`src/rtl/apb_uart_regs.sv`:
```
// APB3 register block for the UART: configuration registers, TX launch FSM and RX byte buffer.
// Optional feature macro: APB_UART_RX_FIFO_EN selects an RX_DEPTH-entry FIFO instead of a single holding register.
module apb_uart_regs #(
    parameter int          RX_DEPTH     = 4,
    parameter logic [31:0] RST_BAUD     = 32'd115200,
    parameter logic [31:0] RST_CLK_FREQ = 32'd50000000
) (
    input  logic        clk,
    input  logic        rstn,
    input  logic        PSEL,
    input  logic        PENABLE,
    input  logic        PWRITE,
    input  logic [7:0]  PADDR,
    input  logic [31:0] PWDATA,
    output logic [31:0] PRDATA,
    output logic        PREADY,
    output logic        PSLVERR,
    output logic [31:0] BAUD_RATE_TX,
    output logic [31:0] BAUD_RATE_RX,
    output logic [31:0] CLK_FREQ,
    output logic [3:0]  frame_size,
    output logic [1:0]  parity_type,
    output logic        bclk_en,
    output logic [7:0]  din,
    output logic        tx_en,
    input  logic        tx_done,
    input  logic        rx_done,
    input  logic        error,
    input  logic        BR_config_error,
    input  logic [7:0]  dout
);

    typedef enum logic {TX_IDLE = 1'b0, TX_BUSY = 1'b1} tx_state_t;

    localparam logic [5:0] IDX_CTRL   = 6'd0;
    localparam logic [5:0] IDX_BAUDTX = 6'd1;
    localparam logic [5:0] IDX_BAUDRX = 6'd2;
    localparam logic [5:0] IDX_CLK    = 6'd3;
    localparam logic [5:0] IDX_TXDATA = 6'd4;
    localparam logic [5:0] IDX_RXDATA = 6'd5;
    localparam logic [5:0] IDX_STATUS = 6'd6;

    tx_state_t   state_r, state_next_s;
    logic        bclk_en_r;
    logic [3:0]  frame_size_r;
    logic [1:0]  parity_type_r;
    logic [31:0] baud_tx_r, baud_rx_r, clk_freq_r;
    logic [7:0]  din_r;
    logic        tx_en_r;
    logic        tx_done_prev_r, rx_done_prev_r;
    logic        overrun_r, rx_err_r;

    logic        access_s, wr_s, rd_s;
    logic [5:0]  idx_s;
    logic        addr_unused_s;
    logic        tx_wr_s, tx_rise_s, w1c_s;
    logic        pop_req_s, pop_s, push_req_s, push_s;
    logic        rx_empty_s, rx_full_s;
    logic [7:0]  rx_head_s;
    logic [3:0]  rx_count4_s;
    logic [31:0] status_s;
    logic [31:0] prdata_s;
    logic        pslverr_s;

    assign access_s      = PSEL & PENABLE;
    assign wr_s          = access_s & PWRITE;
    assign rd_s          = access_s & ~PWRITE;
    assign idx_s         = PADDR[7:2];
    assign addr_unused_s = ^PADDR[1:0];

    assign tx_wr_s    = wr_s & (idx_s == IDX_TXDATA);
    assign tx_rise_s  = tx_done & ~tx_done_prev_r;
    assign w1c_s      = wr_s & (idx_s == IDX_STATUS);
    assign pop_req_s  = rd_s & (idx_s == IDX_RXDATA);
    assign pop_s      = pop_req_s & ~rx_empty_s;
    assign push_req_s = rx_done & ~rx_done_prev_r;
    // A full buffer still accepts a byte when a pop frees a slot in the same cycle.
    assign push_s     = push_req_s & (~rx_full_s | pop_s);

    // TX FSM next-state logic.
    always_comb begin
        state_next_s = state_r;
        case (state_r)
            TX_IDLE: begin
                if (tx_wr_s) begin
                    state_next_s = TX_BUSY;
                end else begin
                    state_next_s = TX_IDLE;
                end
            end
            TX_BUSY: begin
                if (tx_rise_s) begin
                    state_next_s = TX_IDLE;
                end else begin
                    state_next_s = TX_BUSY;
                end
            end
            default: state_next_s = TX_IDLE;
        endcase
    end

    // TX FSM state, launch byte and status edge detectors.
    always_ff @(posedge clk or negedge rstn) begin
        if (!rstn) begin
            state_r        <= TX_IDLE;
            tx_en_r        <= 1'b0;
            din_r          <= 8'h00;
            tx_done_prev_r <= 1'b0;
            rx_done_prev_r <= 1'b0;
        end else begin
            state_r        <= state_next_s;
            tx_en_r        <= (state_next_s == TX_BUSY);
            tx_done_prev_r <= tx_done;
            rx_done_prev_r <= rx_done;
            if (tx_wr_s && (state_r == TX_IDLE)) begin
                din_r <= PWDATA[7:0];
            end
        end
    end

    // Configuration registers.
    always_ff @(posedge clk or negedge rstn) begin
        if (!rstn) begin
            bclk_en_r     <= 1'b0;
            frame_size_r  <= 4'd8;
            parity_type_r <= 2'b00;
            baud_tx_r     <= RST_BAUD;
            baud_rx_r     <= RST_BAUD;
            clk_freq_r    <= RST_CLK_FREQ;
        end else if (wr_s) begin
            case (idx_s)
                IDX_CTRL: begin
                    bclk_en_r     <= PWDATA[0];
                    frame_size_r  <= PWDATA[4:1];
                    parity_type_r <= PWDATA[6:5];
                end
                IDX_BAUDTX: baud_tx_r  <= PWDATA;
                IDX_BAUDRX: baud_rx_r  <= PWDATA;
                IDX_CLK:    clk_freq_r <= PWDATA;
                default:    bclk_en_r  <= bclk_en_r;
            endcase
        end
    end

    // Sticky flags; a new event in the same cycle as a clear keeps the flag set.
    always_ff @(posedge clk or negedge rstn) begin
        if (!rstn) begin
            overrun_r <= 1'b0;
            rx_err_r  <= 1'b0;
        end else begin
            overrun_r <= (overrun_r & ~(w1c_s & PWDATA[3])) | (push_req_s & ~push_s);
            rx_err_r  <= (rx_err_r & ~(w1c_s & PWDATA[4])) | (push_req_s & error);
        end
    end

`ifdef APB_UART_RX_FIFO_EN
    localparam int PW = $clog2(RX_DEPTH);
    localparam int CW = $clog2(RX_DEPTH + 1);

    logic [7:0]    mem_r [RX_DEPTH];
    logic [PW-1:0] wr_ptr_r, rd_ptr_r;
    logic [CW-1:0] count_r;

    assign rx_empty_s  = (count_r == {CW{1'b0}});
    assign rx_full_s   = (count_r == CW'(RX_DEPTH));
    assign rx_head_s   = mem_r[rd_ptr_r];
    assign rx_count4_s = 4'(count_r);

    // RX FIFO storage, power-of-two pointers wrap naturally.
    always_ff @(posedge clk or negedge rstn) begin
        if (!rstn) begin
            for (int i = 0; i < RX_DEPTH; i++) begin
                mem_r[i] <= 8'h00;
            end
            wr_ptr_r <= {PW{1'b0}};
            rd_ptr_r <= {PW{1'b0}};
            count_r  <= {CW{1'b0}};
        end else begin
            if (push_s) begin
                mem_r[wr_ptr_r] <= dout;
                wr_ptr_r        <= wr_ptr_r + {{(PW-1){1'b0}}, 1'b1};
            end
            if (pop_s) begin
                rd_ptr_r <= rd_ptr_r + {{(PW-1){1'b0}}, 1'b1};
            end
            case ({push_s, pop_s})
                2'b10:   count_r <= count_r + {{(CW-1){1'b0}}, 1'b1};
                2'b01:   count_r <= count_r - {{(CW-1){1'b0}}, 1'b1};
                default: count_r <= count_r;
            endcase
        end
    end
`else
    localparam int rx_depth_unused = RX_DEPTH;

    logic [7:0] hold_r;
    logic       valid_r;

    assign rx_empty_s  = ~valid_r;
    assign rx_full_s   = valid_r;
    assign rx_head_s   = hold_r;
    assign rx_count4_s = {3'b000, valid_r};

    // Single-entry RX holding register.
    always_ff @(posedge clk or negedge rstn) begin
        if (!rstn) begin
            hold_r  <= 8'h00;
            valid_r <= 1'b0;
        end else if (push_s) begin
            hold_r  <= dout;
            valid_r <= 1'b1;
        end else if (pop_s) begin
            valid_r <= 1'b0;
        end
    end
`endif

    assign status_s = {20'd0, rx_count4_s, 2'b00, BR_config_error, rx_err_r, overrun_r,
                       rx_full_s, rx_empty_s, (state_r == TX_BUSY)};

    // APB read data and error decode for the access cycle.
    always_comb begin
        prdata_s  = 32'd0;
        pslverr_s = 1'b0;
        if (access_s) begin
            case (idx_s)
                IDX_CTRL:   prdata_s = PWRITE ? 32'd0 : {25'd0, parity_type_r, frame_size_r, bclk_en_r};
                IDX_BAUDTX: prdata_s = PWRITE ? 32'd0 : baud_tx_r;
                IDX_BAUDRX: prdata_s = PWRITE ? 32'd0 : baud_rx_r;
                IDX_CLK:    prdata_s = PWRITE ? 32'd0 : clk_freq_r;
                IDX_TXDATA: pslverr_s = PWRITE & (state_r == TX_BUSY);
                IDX_RXDATA: begin
                    if (PWRITE || rx_empty_s) begin
                        pslverr_s = 1'b1;
                    end else begin
                        prdata_s = {24'd0, rx_head_s};
                    end
                end
                IDX_STATUS: prdata_s = PWRITE ? 32'd0 : status_s;
                default:    pslverr_s = 1'b1;
            endcase
        end else begin
            prdata_s  = 32'd0;
            pslverr_s = 1'b0;
        end
    end

    assign PRDATA       = prdata_s;
    assign PSLVERR      = pslverr_s;
    assign PREADY       = 1'b1;
    assign BAUD_RATE_TX = baud_tx_r;
    assign BAUD_RATE_RX = baud_rx_r;
    assign CLK_FREQ     = clk_freq_r;
    assign frame_size   = frame_size_r;
    assign parity_type  = parity_type_r;
    assign bclk_en      = bclk_en_r;
    assign din          = din_r;
    assign tx_en        = tx_en_r;

endmodule

```
`config.mk`:
```
export PLATFORM = sky130hd
export DESIGN_NAME = apb_uart_regs
export DESIGN_NICKNAME = d
export VERILOG_FILES = /design/src/rtl/apb_uart_regs.sv
export SDC_FILE = /design/constraint.sdc
export NUM_CORES = 1
export LEC_CHECK = 0
export CAP_MARGIN = 15
export CORE_UTILIZATION = 40
export CTS_CLUSTER_SIZE = 16
export DETAILED_ROUTE_END_ITERATION = 6
export PLACE_DENSITY_LB_ADDON = 0.05
export SETUP_SLACK_MARGIN = 0.1
export SYNTH_ARGS = -nofsm -noshare
export SYNTH_HDL_FRONTEND = slang
export SYNTH_SLANG_ARGS = --single-unit
```
`constraint.sdc`:
```
create_clock -name clk -period 2.52 [get_ports clk]
set_input_delay 0.378 -clock clk [delete_from_list [all_inputs] [get_ports clk]]
set_output_delay 0.378 -clock clk [all_outputs]
set_load 0.005 [all_outputs]
```
==> summary.txt <==
Critical path
  • CP required: around 2.1 ns
  • Crit-path leading delay family: simple AND/OR/NAND/NOR gates
  • Critical Path Fanout Max: 9
  • Most frequent CP cell: buf_6
  • CP max stage delay: roughly 0.55 ns
  • CP cell instances: buf_6, or4b_4, nor3_4, buf_4, buf_6, buf_12, a222oi_1, nor2_1, clkdlybuf4s15_2
  • Critical path type: input pin to output pin
  • Arrival time worst endpoint: about 2 ns
  • CP Launch Type: input pin
  • Worst setup EP type: output pin
  • RR Startpoint: tx_en
  • R2R depth: 4
  • Slowest-stage cell, CP: or4b_4
  • R2r setup slk: about 1 ns
  • Reg-to-Reg End: din[3]
  • Crit path buf inv count: 5

Synth
  • FF+latch count, synth: approximately 130
  • Post-synth top area share: between 40 and 50%
  • Mapped Cells: between 400 and 500
  • Top post-synthesis cells by area: dfrtp_1 (47%), mux2_2 (19%), dfstp_2 (9.9%)
  • Post-synth cell types: 40
  • Mapped Area: 5577 um^2
  • Asr flop ratio synth: 100.0%
  • Ys Warns: 0
  • Post-synth top area cell: dfrtp_1
  • Number of flops mapped to enable cells by yosys: 0
  • Register area share after synthesis: 56.56%
  • Mean Syn Cell Area: ~14 um^2
  • Syn_nets: 460
  • Top_reg_cell synth: dfrtp_1

Hold path
  • Worst hold start: tx_done
  • Hold Path Sink: tx_done_prev_r
  • Hold Path Cell Cnt: 1
  • HP Class: input pin to flop

Power and ir drop
  • Pwr Density: a little under 600 nW/um^2
  • Leak: 0.004022 uW
  • Total power: slightly above 5000 uW
  • Maximum vdd ir drop: 0.0003633 V

STA
  • Clock skew: 0.003591 ns
  • Fmax: roughly 0.42 GHz
  • Slew HR: a little over three fifths
  • Fin crit period: ~2.4 ns
  • Final Slew Violations: 0
  • Period utilization: a little over nine tenths
  • Final setup violation count: 0
  • Final Worst Setup Slack: between 0.15 and 0.2 ns
  • Least-Margin Pin Slew: between 0.5 and 0.6 ns
  • Fin. Hold Viols: 0
  • RSZ-0062 raised after global routing: true

Route
  • TritonRoute pass-1 iters: 5
  • Detailed router's first-iteration violation count: 295
  • Antenna Nets Post-Route: 0
  • Routed vias/inst: about 5.4
  • Remaining design rule violation count: 0
  • Total routed wirelength: about 16,000 um
  • DR vias: between 4,000 and 5,000
  • WL per Instance: around 19 um

Layout
  • Fill cell count: 1,081
  • Layout cell share with drive strength beyond 1: 39.38%
  • Nets: 718
  • Final instance area: around 8900 um^2
  • Ant. Diodes: 0
  • Final core occ: 66.42%
  • Fin cells: about 850
  • Area grow syn2layout: 59.61%

Run status
  • Status: complete, no violations

Global route
  • Met3 GRT Util: between 5 and 6%
  • Met1 Resource Use GR: a little under a third
  • GRT Total Usage: between 20% and 30%
  • Vias in the first global route: ~4,700
  • M2 GR Usage: a little over 40%
  • First-pass GRT wire length: ~26,000 um
  • Gr busiest metal: met2
  • Remaining global-route overflow: 0
  • Initial antenna violation count: 0
  • Largest net degree at the start of global routing: 48

Clock tree
  • Total CTS buffers: 17
  • Sink Count: 125
  • Clock Pin Slew Worst Setup and Hold Paths: approximately 0.050 ns
  • CTS max path bufs: 2
  • Worst skew pair latency: between 0.4 and 0.5 ns
  • CTS tree: built
  • H-tree depth: 4
  • Clk Tree Root Cell: clkbuf_16

Floorplanning
  • Num ports: roughly 200
  • FP Rows: 42
  • DIE HEIGHT: 120.1 um
  • DIE AREA: roughly 14,000 um^2
  • Core area: around 13,000 um^2
  • Initial Util: approximately two fifths
  • Die X-Extent: between 100 and 150 um

Place
  • Placed cell area: approximately 8200 um^2
  • Detail Placement HPWL: about 12,000 um
  • # port buffers: ~200
  • Placed insts: approximately 800
  • RePlAce Congestion: 0.8054
  • Placement Setup Slack: -0.5738 ns

Job
  • Maxcap violations: 0
## logic make-up after synthesis
group	Yosys count	share of synthesized area (%)
buffers and inverters	30	2.849
AOI/OAI and AO/OA	60	9.289
and+or+nand+nor	65	6.462
other	1	0.06725
xor gates and xnor gates	1	0.1571
DFF	125	56.56
muxes	121	24.61
## repair_timing
action	in CTS	in global routing
gates resized for setup	152	8
pin swaps	37	14
cloned	1	0
endpoints found under the hold margin	35	0
setup endpoints to repair	33	22
buffers inserted	11	1
hold buffers	1	0
## power by group
part,internal [uW],switching [uW]
clock network,1620,822
logic,343,195
registers,2130,83.9
## placed cells by master, fill, tap and decap left out, drive strengths merged, types with 4 or more instances in the layout
| cell | count |
|---|---|
| a22o | 6 |
| dfrtp | 104 |
| buf | 97 |
| nor3 | 7 |
| clkdlybuf4s50 | 159 |
| nand3 | 4 |
| a22oi | 12 |
| nor2 | 26 |
| dlygate4sd2 | 4 |
| clkbuf | 28 |
| dfstp | 21 |
| a31oi | 5 |
| mux2 | 119 |
| a21oi | 5 |
| a222oi | 25 |
| nand2 | 14 |
## cell usage after synthesis (all sizes together) (2+ instances only)
cell type and number:
mux2 119, dfrtp 104, nor2 26, a222oi 25, dfstp 21, buf 20
nand2 14, a22oi 12, clkbuf 7, nor3 7, a22o 6, a21oi 5
a31oi 5, nand3 4, inv 3, nor2b 3, and2 2, and3 2
nand2b 2, nor4 2, o211ai 2, o21ai 2, or4b 2
## metal layers
layer,wire length [um],vias up,part of all wire [%]
met5,0,-,0
met4,257,0,1.6
met3,998,23,6.1
met2,8310,176,50
met1,6900,2293,42
li1,-,2051,-
## worst register-to-register path, stage by stage (launching register included)
cell and delay [ns]:
dfrtp_1 0.45, nor4_1 0.24, nand3_1 0.21, buf_4 0.22, mux2_2 0.27
## layout make-up
class / count / area (um^2) / area share [%]
sequential: 125 / 3154 / 35.44
timing repair buffer: 266 / 2608 / 29.29
multi-input combinational: 248 / 2313 / 25.99
clock buffer: 24 / 481.7 / 5.412
tap: 176 / 220.2 / 2.474
clock inverter: 7 / 112.6 / 1.265
inverter: 3 / 11.26 / 0.1265
## state kept, by name (all words and copies together) (netlist names), 2 cells and up
register / count
hold_r: 8
parity_type: 2
BAUD_RATE_RX: 32
CLK_FREQ: 32
din: 8
BAUD_RATE_TX: 32
frame_size: 4
## worst max path at each step
stage,depth (start not counted),start,endpoint,slack [ns]
6_report,9,PADDR[3],PRDATA[14],0.16
3_3_place_gp,6,PADDR[7],PRDATA[1],-0.55
4_1_cts,9,PADDR[3],PRDATA[6],0.09
2_1_floorplan,6,PADDR[3],PRDATA[16],0.41
3_5_place_dp,7,PADDR[7],PRDATA[6],-0.57
5_1_grt,9,PADDR[3],PRDATA[14],0.09
## through the flow
step,setup TNS [ns],hold slack [ns]
6_report,0,0.4515
5_1_grt,0,0.4400
4_1_cts,0,0.4288
3_5_place_dp,-28.50,0.4119
3_3_place_gp,-24.24,0.4054
2_1_floorplan,0,0.08241
Note: power is estimated with default switching activity, not from simulation.
